==> src/rtl/tsfm_multi_ctrl.sv <==
// TurboSound FM bus controller for 1..4 YM2203-class chips.
//
// Decodes #FFFD / #BFFD on the Z80 expansion bus, keeps the selected chip,
// status-read mode and per-chip FM enables, drives the chip selects and A0,
// and stalls the CPU (n_wait) while the selected chip is still recovering
// from a previous register-address or data write.
//
// Ports:
//   clkcpu    CPU clock, rising edge
//   rst_n     asynchronous active-low reset
//   ena       block enable; 0 disables decode and all config changes
//   a, d      CPU address / write data
//   n_rd, n_wr, n_iorq, n_m1  Z80 strobes
//   n_cs      per-chip select, active low
//   aa0       chip A0 (0 = address/status, 1 = data)
//   fm_ena    per-chip FM-part enable
//   sel       selected chip index
//   stat_mode 1 = #FFFD read returns status
//   n_wait    CPU wait request, active low
//   iorqge    decoded port addressed (masks internal ULA ports)
module tsfm_multi_ctrl #(
  parameter int NCHIPS    = 2,
  parameter int ADDR_BUSY = 4,
  parameter int DATA_BUSY = 24,
  parameter int CNTW      = 6
) (
  input  logic              clkcpu,
  input  logic              rst_n,
  input  logic              ena,
  input  logic [15:0]       a,
  input  logic [7:0]        d,
  input  logic              n_rd,
  input  logic              n_wr,
  input  logic              n_iorq,
  input  logic              n_m1,
  output logic [NCHIPS-1:0] n_cs,
  output logic              aa0,
  output logic [NCHIPS-1:0] fm_ena,
  output logic [1:0]        sel,
  output logic              stat_mode,
  output logic              n_wait,
  output logic              iorqge
);

  logic            p_fffd, p_bffd, acc;
  logic            cmd_pfx, cmd_wr, cmd_ok, chip_acc;
  logic [1:0]      cmd_idx;
  logic            busy_sel, aa0_now, load_now;
  logic [CNTW-1:0] load_val;
  logic [CNTW-1:0] cnt [NCHIPS];
  logic            acc_q, last_wr_q, last_bffd_q, last_cmd_q, aa0_q;
  logic            unused_bits;

  // a[12:8] is not part of the port decode; d[3] only matters for >2 chips
  assign unused_bits = ^{a[12:8], d[3]};

  assign p_fffd = ena & (a[15:13] == 3'b111) & (a[7:0] == 8'hFD);
  assign p_bffd = ena & (a[15:13] == 3'b101) & (a[7:0] == 8'hFD);
  assign acc    = ~n_iorq & n_m1 & (p_fffd | p_bffd) & (~n_rd | ~n_wr);
  assign iorqge = p_fffd | p_bffd;

  always_comb begin
    cmd_pfx = 1'b0;
    cmd_idx = 2'b00;
    if (NCHIPS <= 2) begin
      cmd_pfx = (d[7:3] == 5'b11111);
      cmd_idx = {1'b0, ~d[0]};
    end else begin
      cmd_pfx = (d[7:4] == 4'hF);
      cmd_idx = ~{d[3], d[0]};
    end
  end

  // A prefixed write is a command even when the index is out of range;
  // it is then swallowed without touching the chips.
  assign cmd_wr   = acc & p_fffd & ~n_wr & cmd_pfx;
  assign cmd_ok   = cmd_wr & (int'(cmd_idx) < NCHIPS);
  assign chip_acc = acc & ~cmd_wr;

  always_comb begin
    busy_sel = 1'b0;
    for (int i = 0; i < NCHIPS; i++)
      if ((sel == 2'(i)) && (cnt[i] != '0)) busy_sel = 1'b1;
  end

  always_comb begin
    n_cs = '1;
    for (int i = 0; i < NCHIPS; i++)
      n_cs[i] = ~(chip_acc & ~busy_sel & (sel == 2'(i)));
  end

  assign n_wait  = ~(chip_acc & busy_sel);
  assign aa0_now = (p_bffd & ~n_wr) | (p_fffd & ~n_rd & ~stat_mode);
  // Outside I/O cycles A0 keeps whatever the last I/O cycle drove
  assign aa0     = n_iorq ? aa0_q : aa0_now;

  // The ended access is described by what was latched while it was active,
  // since the bus has already moved on at the edge where it ends.
  assign load_now = acc_q & ~acc & last_wr_q & ~last_cmd_q;
  assign load_val = last_bffd_q ? CNTW'(DATA_BUSY) : CNTW'(ADDR_BUSY);

  always_ff @(posedge clkcpu or negedge rst_n) begin
    if (!rst_n) begin
      sel       <= 2'b00;
      stat_mode <= 1'b0;
      fm_ena    <= '0;
    end else if (cmd_ok) begin
      sel       <= cmd_idx;
      stat_mode <= ~d[1];
      for (int i = 0; i < NCHIPS; i++)
        if (cmd_idx == 2'(i)) fm_ena[i] <= ~d[2];
    end
  end

  always_ff @(posedge clkcpu or negedge rst_n) begin
    if (!rst_n) begin
      acc_q       <= 1'b0;
      last_wr_q   <= 1'b0;
      last_bffd_q <= 1'b0;
      last_cmd_q  <= 1'b0;
      aa0_q       <= 1'b0;
    end else begin
      acc_q <= acc;
      aa0_q <= aa0;
      if (acc) begin
        last_wr_q   <= ~n_wr;
        last_bffd_q <= p_bffd;
        last_cmd_q  <= cmd_wr;
      end
    end
  end

  always_ff @(posedge clkcpu or negedge rst_n) begin
    if (!rst_n) begin
      for (int i = 0; i < NCHIPS; i++) cnt[i] <= '0;
    end else begin
      for (int i = 0; i < NCHIPS; i++) begin
        if (load_now && (sel == 2'(i)))
          cnt[i] <= load_val;
        else if (cnt[i] != '0)
          cnt[i] <= cnt[i] - CNTW'(1);
      end
    end
  end

endmodule

==> config.mk <==
export PLATFORM = sky130hd
export DESIGN_NAME = tsfm_multi_ctrl
export DESIGN_NICKNAME = d
export VERILOG_FILES = /design/src/rtl/tsfm_multi_ctrl.sv
export SDC_FILE = /design/constraint.sdc
export NUM_CORES = 1
export LEC_CHECK = 0
export CORE_MARGIN = 4
export CORE_UTILIZATION = 45
export CTS_BUF_LIST = sky130_fd_sc_hd__clkbuf_16
export DETAILED_ROUTE_END_ITERATION = 8
export PLACE_DENSITY = 0.78
export SYNTH_ARGS = -nofsm -noshare
export SYNTH_HDL_FRONTEND = slang
export SYNTH_SLANG_ARGS = --single-unit
==> constraint.sdc <==
create_clock -name clkcpu -period 2.4 [get_ports clkcpu]
set_clock_uncertainty 0.1 [all_clocks]
set_input_delay 0.48 -clock clkcpu [delete_from_list [all_inputs] [get_ports clkcpu]]
set_output_delay 0.48 -clock clkcpu [all_outputs]
set_load 0.01 [all_outputs]
======== After elaboration in Yosys (flattened, before gate mapping) ========
Cells that the tools add are included.
W data, S select, Z words.
storage, ports and cells
  input bits .............................. 31
  logic and storage cells ................. 77
  output and inout bits ................... 10
  register bits ........................... 21
operators by class
  magnitude comparators ................... 1
  add/subtract/negate cells ............... 2
  bitwise logic cells ..................... 39
  mux-type cells .......................... 8
  reduce and logical (&&, ||, !) cells .... 12
  eq/ne operators ......................... 4
operators by type and width
  cell                   number
  $mux W6                4
  $and A1 B1 Y1          22
  $not A1 Y1             14
  $reduce_bool A6 Y1     2
  $sub A6 B1 Y6 const B  2
  $eq A8 B8 Y1 const B   1
  $eq A3 B3 Y1 const B   2
  $eq A5 B5 Y1 const B   1
  $mux W5                1
  $logic_and A1 B1 Y1    4
  $logic_not A2 Y1       2
  $reduce_and A2 Y1      2
  $reduce_bool A2 Y1     2
  $mux W1                3
  $or A1 B1 Y1           3
  $lt A1 B2 Y1 const B   1

======== Depth between registers and ports, before layout ========
Gate-level depths: netlist (run 1).
  word-level depth ........................ 14
  gate-level depth with buffers ........... 6
  depth with buffers taken out ............ 6

======== Worst setup path before layout (run 1) ========
OpenSTA, ideal clock, no wires.
  path kind ............................... input-to-output
  start ................................... input port a[6]
  end ..................................... output port aa0
  path buffers ............................ 0
  arrival time ............................ 1.557 ns
  cell stages on the path ................. 4
  setup slack ............................. 0.263 ns
  cells stage by stage .................... and4_4 nor3b_4 o21ai_0 o21ai_0
on the way
  word-level cells in the longest chain between the ends .. 6
  elaborated cells between the ends (all ways) .. 8
  classes of those cells .................. eq/ne: 1; mux: 1; bitwise: 6
RTL lines
  item                        line    text
  start, declared             30      input logic [15:0] a,
  $eq A8 B8 Y1 *              57, 58
  $and A1 B1 Y1               57      assign p_fffd = ena & (a[15:13] == 3'b111) & (a[7:0] == 8'hFD);
  $and A1 B1 Y1 (2 in a row)  93      assign aa0_now = (p_bffd & ~n_wr) | (p_fffd & ~n_rd & ~stat_mode);
  $or A1 B1 Y1 *              93
  $mux W1 *                   95      assign aa0 = n_iorq ? aa0_q : aa0_now;
  end, declared               37      output logic aa0,
Mark *: on every way between the ends. The rest lies on a longest branch, timed or not.

======== Final worst setup path (run 1) ========
  start ................................... input port n_rd
  end ..................................... output port n_cs[0]
on the way
  word-level cells in the longest chain between the ends .. 11
RTL lines
  item                          line  text
  start, declared               32    input logic n_rd,
  $not A1 Y1 *                  59    assign acc = ~n_iorq & n_m1 & (p_fffd | p_bffd) & (~n_rd | ~n_wr);
  $or A1 B1 Y1 *                59
  $and A1 B1 Y1 *               59
  $and A1 B1 Y1 (3 in a row)    76    assign cmd_wr = acc & p_fffd & ~n_wr & cmd_pfx;
  $not A1 Y1                    78    assign chip_acc = acc & ~cmd_wr;
  $and A1 B1 Y1 *               78
  $and A1 B1 Y1 * (2 in a row)  89    n_cs[i] = ~(chip_acc & ~busy_sel & (sel == 2'(i)));
  $not A1 Y1 *                  89
  end, declared                 36    output logic [NCHIPS-1:0] n_cs,
Marked as above.

==> impl_metrics.py, run 1 <==
metrics = {
    "synth": {
        "yosys.area_share.adder": 0.0206,
        "netlist.area_leader.share": 0.433,
        "yosys.area.top_type": "sky130_fd_sc_hd__dfrtp_1",
        "synth-edff-count": 0,
        "mappedNetlistArea_mm2": 0.00121,
        "most_numerous_cell_types_in_the_synthesized_netlist": "21 x sky130_fd_sc_hd__dfrtp_1, 14 x sky130_fd_sc_hd__mux2i_1, 13 x sky130_fd_sc_hd__inv_1",
        "share_of_the_synthesized_area_in_compound_gates_ao_oa_aoi_oai": 0.0907,
        "yosys.cell_count.top_type": "sky130_fd_sc_hd__dfrtp_1",
        "synth_sequential_area_ratio": 0.433,
        "mappedNetlistNets": 149,
        "synthMuxAreaShare": 0.125,
        "ys_ff_latch": 21,
        "synth-main-ff-cell": "sky130_fd_sc_hd__dfrtp_1",
        "post_synth_and_or_nand_nor_area_fraction": 0.249,
        "synthTopCellsByArea": "sky130_fd_sc_hd__dfrtp_1 43%, sky130_fd_sc_hd__mux2i_1 12%, sky130_fd_sc_hd__inv_1 4.0%",
        "synthArstFlopShare": 1.00,
        "synthCells": 116,
        "synth_top_family_by_area": "simple AND/OR/NAND/NOR gates",
        "synth_xor_area_frac": 0.0289,
        "syn-mean-instance-area_um2": 10.5,
        "synth-warning-count": 0,
        "yosysUniqueCellTypes": 37,
    },
    "cts": {
        "cts.sinks": 21,
        "clock_tree.htree_level_count": 1,
        "path_clk_slew_ns": 0.06,
        "cts_tree": "built",
        "clkLatencyLatePin_ns": 0.25,
        "cts-root-buf": "sky130_fd_sc_hd__clkbuf_16",
        "cts-buffers-inserted": 3,
        "hold_buffers": 0,
        "cts_buffer_depth": 2,
    },
    "sta": {
        "finalCritPeriodShare": 0.969,
        "worst_hold_slack_ns": 0.406,
        "hold_viol_final": 0,
        "setup_viol": 0,
        "grt_setup_unrepaired": "true",
        "period_minus_slack_ns": 2.33,
        "final_max_tran_viols": 0,
        "top_achievable_clock_speed_mhz": 430,
    },
    "die": {
        "placementRows": 18,
        "initial_core_util": 0.481,
        "die_footprint_mm2": 0.00359,
        "die-height_um": 59.9,
        "io_pins": 41,
        "die_width_um": 59.9,
        "fp.coreArea_mm2": 0.00252,
    },
    "worst_hold_path": {
        "hold_start": "aa0_q",
        "timing.hold.worst_path_depth": 2,
        "hp-class": "flop to flop",
    },
    "route": {
        "drc_markers": 0,
        "antenna_violating_nets_post_route": 0,
        "drt_wl_total_mm": 3.01,
        "drt-vias-per-instance": 5.33,
        "wl_per_cell_um": 14.9,
        "count_of_tritonroute_iterations_in_the_first_routing_pass": 4,
        "route.vias.total": 1077,
        "drt_iter0_drcs": 36,
    },
    "critical_path": {
        "arrival_ns": 1.75,
        "cp_data_required_time_ns": 1.82,
        "worstReg2RegStart": "cnt[0]",
        "r2r_cells": 8,
        "worst-path-max-fanout": 4,
        "startpoint_type": "input port",
        "path_class": "input port to output pin",
        "worstSetupEndpointType": "output pin",
        "critPathLaunch": "n_rd",
    },
    "finish": {
        "antenna_cells_inserted": 0,
        "layout.filler_cells": 181,
        "area.growth.synth_to_final_pct": 54.1,
        "final_cell_count_no_fill": 202,
        "fin_nets": 206,
        "drive_gt1_frac": 0.262,
    },
    "global_routing": {
        "global_route.overflow_total": 0,
        "number_of_global_route_vias_before_repair": 1162,
        "antenna_violations_before_repair": 0,
        "grt_first_pass_wirelength_mm": 4.93,
        "groute.usage.overall": 0.185,
        "pin_count_of_the_biggest_net_entering_global_routing": 22,
    },
    "outcome": {
        "outcome": "finished, final reports clean",
    },
    "power_and_ir_drop": {
        "power_leakage_nw": 0.986,
        "vdd.ir_drop.worst_v": 0.000516,
        "p_per_area_mw_per_mm2": 792,
    },
    "job": {
        "drv.max_cap_violation_count": 0,
    },
    "place": {
        "gpl.final_weighted_congestion": 0.776,
        "placement.io_buffers": 34,
        "place.detailed.instances": 195,
        "place.detailed.hpwl_mm": 2.16,
    },
}
==> cell type report <==
cell class / count / area, µm² / area share
inverters: 13 / 48.8 / 0.0261
multi-input cells: 80 / 669 / 0.358
well taps: 30 / 37.5 / 0.0201
clock inverters: 1 / 3.75 / 0.00201
clock buffers: 3 / 75.1 / 0.0401
flip-flops and latches: 21 / 526 / 0.281
repair buffers: 54 / 510 / 0.273
==> power by group <==
part	switching (mW)	internal (mW)
Clock	0.118	0.221
Combinational	0.250	0.328
Sequential	0.104	0.461
Total	0.472	1.01
==> through the flow <==
| step | setup slack [ns] | TNS (ns) | cell area [µm²] | total power [mW] | util |
|---|---|---|---|---|---|
| 5_1_grt | -0.0430 | -0.0430 | 1870 | 1.61 | 0.742 |
| 4_1_cts | -0.106 | -0.216 | 1810 | 1.46 | 0.719 |
| 3_5_place_dp | -0.450 | -1.52 | 1710 | 1.08 | 0.677 |
| 6_report | 0.0745 | 0 | 1870 | 1.48 | 0.742 |
| 3_3_place_gp | -0.425 | -1.39 | 1710 | 1.04 | 0.677 |
| 2_1_floorplan | 0.263 | 0 | 1210 | 0.865 | - |
==> critical path: stages <==
cell and delay, ns:
sky130_fd_sc_hd__clkdlybuf4s50_1 0.46, sky130_fd_sc_hd__a211oi_4 0.25, sky130_fd_sc_hd__and3_4 0.23, sky130_fd_sc_hd__nand3_1 0.07
sky130_fd_sc_hd__clkdlybuf4s15_1 0.25
==> final timing paths <==
path,endpoint,slack (ns)
worst max-delay path,n_cs[0],0.07
worst min-delay path,aa0_q,0.41
worst max register to register,cnt[3],0.42
worst min register to register,aa0_q,0.41
max in group asynchronous,fm_ena[1],1.50
min in group asynchronous,cnt[7],0.48
==> registers in the layout (all words and copies together) (netlist names) <==
name / flops
aa0_q: 1
acc_q: 1
cnt: 12
fm_ena: 2
last_bffd_q: 1
last_cmd_q: 1
last_wr_q: 1
sel: 1
stat_mode: 1
==> placed cells by master (no fill, tap or decap), types with 3 or more instances in the layout <==
| cell | instances |
|---|---|
| sky130_fd_sc_hd__buf_4 | 19 |
| sky130_fd_sc_hd__dfrtp_1 | 21 |
| sky130_fd_sc_hd__inv_1 | 12 |
| sky130_fd_sc_hd__nand2_1 | 8 |
| sky130_fd_sc_hd__nor2_1 | 9 |
| sky130_fd_sc_hd__o21ai_1 | 3 |
| sky130_fd_sc_hd__nor3_1 | 3 |
| sky130_fd_sc_hd__clkbuf_16 | 3 |
| sky130_fd_sc_hd__nand4b_1 | 3 |
| sky130_fd_sc_hd__buf_2 | 3 |
| sky130_fd_sc_hd__clkdlybuf4s50_1 | 16 |
| sky130_fd_sc_hd__mux2i_1 | 14 |
| sky130_fd_sc_hd__dlymetal6s2s_1 | 13 |
| sky130_fd_sc_hd__nand3_1 | 3 |
==> routing by layer <==
metal | up-vias | global-route usage | wire length (µm)
met5 | - | 0 | 0
met4 | 0 | 0.0570 | 33
met3 | 4 | 0.0518 | 232
met2 | 38 | 0.319 | 1560
met1 | 521 | 0.221 | 1190
li1 | 514 | - | -
==> repair_timing <==
action                                  CTS  global route
resized for setup                        19            22
hold endpoints to repair                  0             0
pin swaps                                 2             8
endpoints found under the setup margin    5             5
buffers inserted                          2             2
==> kinds of logic after synthesis <==
logic type               Yosys count
adder cells (fa/ha/maj)            2
buffers and inverters             15
other                              1
AO/OA/AOI/OAI                     12
XOR/XNOR                           4
AND/OR/NAND/NOR                   46
flip-flops                        21
multiplexers                      15
No activity file was read; power rests on OpenSTA's default activity.
==> inputs of run 2 (changes only) <==
--- a/config.mk
+++ b/config.mk
@@ -6,10 +6,10 @@
 export NUM_CORES = 1
 export LEC_CHECK = 0
 export CORE_MARGIN = 4
-export CORE_UTILIZATION = 45
-export CTS_BUF_LIST = sky130_fd_sc_hd__clkbuf_16
+export CORE_UTILIZATION = 35
+export CTS_BUF_LIST = sky130_fd_sc_hd__clkbuf_4 sky130_fd_sc_hd__clkbuf_8
 export DETAILED_ROUTE_END_ITERATION = 8
-export PLACE_DENSITY = 0.78
+export PLACE_DENSITY = 0.63
 export SYNTH_ARGS = -nofsm -noshare
 export SYNTH_HDL_FRONTEND = slang
 export SYNTH_SLANG_ARGS = --single-unit
==> run 2 against run 1 <==
Against the previous run:
- die area grew 25%
- clock-buffer cell count is the same
- setup slack lost 0.066 ns
- global-route usage shrank 3.4 points
==> impl_metrics.py, run 2 (synthesis gave the netlist of run 1 again) <==
metrics = {
    "power_and_ir_drop": {
        "vdd.ir_drop.worst_v": 0.000240,
        "p_per_area_mw_per_mm2": 703,
        "post-layout-total-power_mw": 1.33,
        "power_leakage_nw": 0.938,
    },
    "cts": {
        "cts_buffer_depth": 2,
        "path_clk_slew_ns": 0.13,
        "clkLatencyLatePin_ns": 0.32,
        "cts-buffers-inserted": 3,
        "cts_tree": "built",
        "clock_tree.htree_level_count": 1,
        "cts-root-buf": "sky130_fd_sc_hd__clkbuf_4",
        "cts.sinks": 21,
    },
    "critical_path": {
        "critical_path.endpoint": "n_wait",
        "worstReg2RegStart": "cnt[0]",
        "r2r_cells": 8,
        "startpoint_type": "flop",
        "critPathLaunch": "cnt[0]",
        "cp_data_required_time_ns": 1.82,
        "worstSetupEndpointType": "output pin",
        "r2r-end": "cnt[3]",
        "worst-path-max-fanout": 3,
        "arrival_ns": 1.81,
        "setup.reg_to_reg.worst_slack_ns": 0.41,
        "path_class": "flop to output pin",
    },
    "die": {
        "die_footprint_mm2": 0.00447,
        "initial_core_util": 0.364,
        "placementRows": 21,
        "die-height_um": 66.9,
        "io_pins": 41,
        "die_width_um": 66.9,
        "fp.coreArea_mm2": 0.00334,
    },
    "finish": {
        "regMostFlops": "cnt",
        "fin_nets": 218,
        "finish.instance_area_mm2": 0.00190,
        "layout.filler_cells": 320,
        "antenna_cells_inserted": 0,
        "drive_gt1_frac": 0.326,
        "mostFrequentLayoutCell": "sky130_fd_sc_hd__buf_4",
        "layout.cells.most_common_list": "31 x sky130_fd_sc_hd__buf_4, 21 x sky130_fd_sc_hd__dfrtp_1, 20 x sky130_fd_sc_hd__clkdlybuf4s50_1, 14 x sky130_fd_sc_hd__mux2i_1, 11 x sky130_fd_sc_hd__inv_1",
        "largest_reg_flops": 12,
        "area.growth.synth_to_final_pct": 56.2,
        "reg.largest.list": "cnt: 12 flops, fm_ena: 2 flops",
        "layout.core_utilization": 0.568,
    },
    "sta": {
        "period_minus_slack_ns": 2.39,
        "hold_viol_final": 0,
        "grt_setup_unrepaired": "true",
        "setup_viol": 0,
        "finalCritPeriodShare": 0.996,
        "final_max_tran_viols": 0,
        "top_achievable_clock_speed_mhz": 418,
        "finalWorstSetupSlack_ns": 0.00843,
    },
    "place": {
        "gpl.final_weighted_congestion": 0.734,
        "post-place-ws_ns": -0.510,
        "place.detailed.hpwl_mm": 2.29,
        "placed_area_mm2": 0.00174,
        "placement.io_buffers": 34,
    },
    "route": {
        "drt_iter0_drcs": 10,
        "antenna_violating_nets_post_route": 0,
        "drt_wl_total_mm": 2.97,
        "route.vias.total": 1105,
        "drt-vias-per-instance": 4.80,
        "wl_per_cell_um": 12.9,
        "drc_markers": 0,
        "count_of_tritonroute_iterations_in_the_first_routing_pass": 2,
    },
    "global_routing": {
        "global_route.overflow_total": 0,
        "antenna_violations_before_repair": 0,
        "number_of_global_route_vias_before_repair": 1173,
        "groute.usage.overall": 0.151,
        "pin_count_of_the_biggest_net_entering_global_routing": 22,
        "grt_first_pass_wirelength_mm": 5.04,
    },
    "worst_hold_path": {
        "hp-class": "input port to async pin",
    },
    "job": {
        "drv.max_cap_violation_count": 0,
    },
    "outcome": {
        "outcome": "finished, final reports clean",
    },
}
## run 2: changes by cell type in the layout (fill, tap and decap cells not counted), sizes merged
cell / delta
dlygate4sd2: +4
clkbuf: +1
inv: -1
buf: +12
clkdlybuf4s50: +4
clkinvlp: +1
dlymetal6s2s: -9
## run 2: repair_timing
action                                  in CTS  in global routing
resized for setup                           31                  8
endpoints found under the setup margin       5                  5
pin swaps                                    9                  7
hold buffers                                 0                  0
gates cloned                                 0                  0
setup buffers                               11                  3
## run 2: where the power goes
group          switching [mW]  internal [mW]  total [mW]
Sequential             0.0930          0.459       0.552
Combinational           0.249          0.352       0.601
Clock                   0.116         0.0637       0.180
Total                   0.458          0.874        1.33
## run 2: how the worst min path moves through the flow
| stage | from | endpoint |
|---|---|---|
| after detailed placement | last_bffd_q | cnt[8] |
| after global placement | aa0_q | aa0_q |
| after global routing | rst_n | cnt[6] |
| after CTS | rst_n | cnt[6] |
| final | rst_n | cnt[6] |
| after floorplan | rst_n | aa0_q |
## run 2: layer usage
layer,part of all wire,GRT usage
met4,0.021,0.0658
met5,0,0
met2,0.51,0.265
met1,0.40,0.166
met3,0.066,0.0489
## run 2: cell type report
| type | count | area [µm²] | area share |
|---|---|---|---|
| multi-input cells | 80 | 666 | 0.351 |
| well taps | 46 | 57.6 | 0.0304 |
| clock buffers | 3 | 22.5 | 0.0119 |
| repair buffers | 66 | 568 | 0.300 |
| inverters | 13 | 48.8 | 0.0257 |
| flip-flops and latches | 21 | 526 | 0.277 |
| clock inverters | 1 | 7.51 | 0.00396 |
## run 2: worst max-delay path, cell delays in order, from the launching register on
cell and delay [ns]:
sky130_fd_sc_hd__dfrtp_1 0.41, sky130_fd_sc_hd__inv_2 0.08, sky130_fd_sc_hd__ha_4 0.14, sky130_fd_sc_hd__or3b_4 0.39, sky130_fd_sc_hd__nor3_4 0.18, sky130_fd_sc_hd__nand2_1 0.08
sky130_fd_sc_hd__nand4b_1 0.08, sky130_fd_sc_hd__buf_2 0.13
## run 2: through the flow
step	setup TNS (ns)	hold slack [ns]	cells
6_report	0	0.389	230
3_5_place_dp	-1.61	0.402	212
2_1_floorplan	0	0.0844	116
5_1_grt	-0.181	0.390	230
3_3_place_gp	-1.42	0.386	212
4_1_cts	-0.105	0.392	227
==> inputs of run 3 (changes only) <==
--- a/config.mk
+++ b/config.mk
@@ -5,6 +5,7 @@
 export SDC_FILE = /design/constraint.sdc
 export NUM_CORES = 1
 export LEC_CHECK = 0
+export CORE_ASPECT_RATIO = 0.5
 export CORE_MARGIN = 4
 export CORE_UTILIZATION = 35
 export CTS_BUF_LIST = sky130_fd_sc_hd__clkbuf_4 sky130_fd_sc_hd__clkbuf_8
==> constraint.sdc (replaced) <==
create_clock -name clkcpu -period 2.4 [get_ports clkcpu]
set_clock_uncertainty 0.1 [all_clocks]
set_input_delay 0.48 -clock clkcpu [delete_from_list [all_inputs] [get_ports clkcpu]]
set_output_delay 0.48 -clock clkcpu [all_outputs]
set_load 0.05 [all_outputs]
==> run 3 against run 2 <==
Against the previous run:
- clock-buffer cell count stayed put
- via count is 7.6% lower
- critical path depth stayed put
- combinational power is 5.7% lower
- power is 2.6% higher
- hold slack better by 0.029 ns
- register-to-register slack better by 0.04 ns
==> impl_metrics.py, run 3 (synthesis gave the netlist of run 1 again) <==
metrics = {
    "die": {
        "die_footprint_mm2": 0.00453,
        "fp.coreArea_mm2": 0.00315,
        "placementRows": 14,
        "io_pins": 41,
        "initial_core_util": 0.385,
        "die_width_um": 91.3,
        "die-height_um": 49.6,
    },
    "sta": {
        "final_max_tran_viols": 0,
        "grt_setup_unrepaired": "true",
        "top_achievable_clock_speed_mhz": 425,
        "hold_viol_final": 0,
        "setup_viol": 0,
        "period_minus_slack_ns": 2.35,
        "finalWorstSetupSlack_ns": 0.0460,
        "finalCritPeriodShare": 0.981,
    },
    "place": {
        "placed_area_mm2": 0.00170,
        "placement.io_buffers": 34,
        "gpl.final_weighted_congestion": 0.744,
        "post-place-ws_ns": -0.0123,
        "place.detailed.hpwl_mm": 2.10,
    },
    "finish": {
        "largest_reg_flops": 12,
        "finish.instance_area_mm2": 0.00189,
        "multi_input_comb_area_um2": 684,
        "reg.largest.list": "cnt: 12 flops, fm_ena: 2 flops",
        "fin_nets": 206,
        "drive_gt1_frac": 0.291,
        "antenna_cells_inserted": 0,
        "layout.cells.most_common_list": "21 x sky130_fd_sc_hd__dfrtp_1, 21 x sky130_fd_sc_hd__buf_4, 20 x sky130_fd_sc_hd__clkdlybuf4s50_1, 14 x sky130_fd_sc_hd__mux2i_1, 11 x sky130_fd_sc_hd__inv_1",
        "area.growth.synth_to_final_pct": 55.6,
        "regMostFlops": "cnt",
        "layout.filler_cells": 273,
        "layout.area.seq_um2": 526,
    },
    "critical_path": {
        "worstSetupEndpointType": "output pin",
        "arrival_ns": 1.77,
        "path_class": "flop to output pin",
        "cp_data_required_time_ns": 1.82,
        "worst-path-max-fanout": 3,
        "startpoint_type": "flop",
    },
    "route": {
        "drt_wl_total_mm": 2.70,
        "wl_per_cell_um": 12.7,
        "drc_markers": 0,
        "route.vias.total": 1021,
        "drt-vias-per-instance": 4.82,
        "count_of_tritonroute_iterations_in_the_first_routing_pass": 4,
        "drt_iter0_drcs": 13,
        "antenna_violating_nets_post_route": 0,
    },
    "job": {
        "drv.max_cap_violation_count": 0,
    },
    "cts": {
        "cts.sinks": 21,
        "cts-root-buf": "sky130_fd_sc_hd__clkbuf_8",
        "clkLatencyLatePin_ns": 0.26,
        "clock_tree.htree_level_count": 1,
        "cts-buffers-inserted": 3,
        "path_clk_slew_ns": 0.08,
        "cts_buffer_depth": 2,
        "cts_tree": "built",
        "hold_buffers": 0,
    },
    "outcome": {
        "outcome": "finished, final reports clean",
    },
    "power_and_ir_drop": {
        "vdd.ir_drop.worst_v": 0.000223,
        "post-layout-total-power_mw": 1.37,
        "p_per_area_mw_per_mm2": 724,
        "power_leakage_nw": 0.945,
    },
    "global_routing": {
        "groute.usage.overall": 0.128,
        "pin_count_of_the_biggest_net_entering_global_routing": 22,
        "global_route.overflow_total": 0,
        "grt_first_pass_wirelength_mm": 4.67,
        "antenna_violations_before_repair": 0,
        "number_of_global_route_vias_before_repair": 1034,
    },
    "worst_hold_path": {
        "hp-class": "flop to flop",
    },
}
## run 3: changes by cell type in the layout (fill, tap and decap cells not counted), moves of 2 or more
cell	delta
sky130_fd_sc_hd__o21ai_1	-2
sky130_fd_sc_hd__clkbuf_8	+3
sky130_fd_sc_hd__nor2_1	+2
sky130_fd_sc_hd__dlymetal6s2s_1	+5
sky130_fd_sc_hd__buf_12	+2
sky130_fd_sc_hd__buf_2	-3
sky130_fd_sc_hd__clkbuf_4	-3
sky130_fd_sc_hd__dlygate4sd2_1	-5
sky130_fd_sc_hd__nor2_2	-2
sky130_fd_sc_hd__buf_4	-10
## run 3: final cells by class
cell class	count	area share
multi-input cells	80	0.362
repair buffers	54	0.282
flip-flops and latches	21	0.278
well taps	40	0.0265
inverters	13	0.0258
clock buffers	3	0.0219
clock inverters	1	0.00265
## run 3: layer usage
metal	track usage	up-vias	wire length, µm
met5	0	-	0
met1	0.167	479	1260
li1	-	518	-
met2	0.223	24	1330
met4	0.0225	0	0
met3	0.0274	0	106
## run 3: timing repair
| action | CTS | global route |
|---|---|---|
| buffers inserted | 4 | 6 |
| endpoints found under the setup margin | 4 | 4 |
| gates resized for setup | 8 | 13 |
| pin swaps | 3 | 8 |
## run 3: path summary, 6_finish.rpt
| check | startpoint | end | slack [ns] | cells after the start |
|---|---|---|---|---|
| worst max register to register | cnt[1] | cnt[3] | 0.45 | 8 |
| worst min-delay path | fm_ena[1] | fm_ena[1] | 0.42 | 2 |
| worst max-delay path | cnt[1] | n_wait | 0.05 | 7 |
| max in group asynchronous | rst_n | last_cmd_q | 1.51 | 2 |
| min in group asynchronous | rst_n | cnt[11] | 0.46 | 2 |
| worst min register to register | fm_ena[1] | fm_ena[1] | 0.42 | 2 |
## run 3: worst max-delay path, cell delays in order (launching register included)
cell	delay [ns]
sky130_fd_sc_hd__dfrtp_1	0.40
sky130_fd_sc_hd__inv_2	0.08
sky130_fd_sc_hd__ha_4	0.13
sky130_fd_sc_hd__or3b_4	0.39
sky130_fd_sc_hd__nor3_4	0.17
sky130_fd_sc_hd__nand2_1	0.07
sky130_fd_sc_hd__nand4b_1	0.10
sky130_fd_sc_hd__buf_6	0.17
## run 3: through the flow
| step | util | cells | TNS, ns | hold WS, ns |
|---|---|---|---|---|
| after floorplan | - | 116 | -0.103 | 0.0844 |
| after global placement | 0.538 | 198 | 0 | 0.404 |
| after detailed placement | 0.538 | 198 | -0.0123 | 0.413 |
| after CTS | 0.571 | 206 | -0.0129 | 0.425 |
| after global routing | 0.599 | 212 | -0.0847 | 0.438 |
| final | 0.599 | 212 | 0 | 0.418 |
## run 3: report_power, final
part	total (mW)	internal (mW)	switching [mW]
combinational	0.567	0.331	0.236
clock	0.234	0.116	0.118
sequential	0.567	0.460	0.107
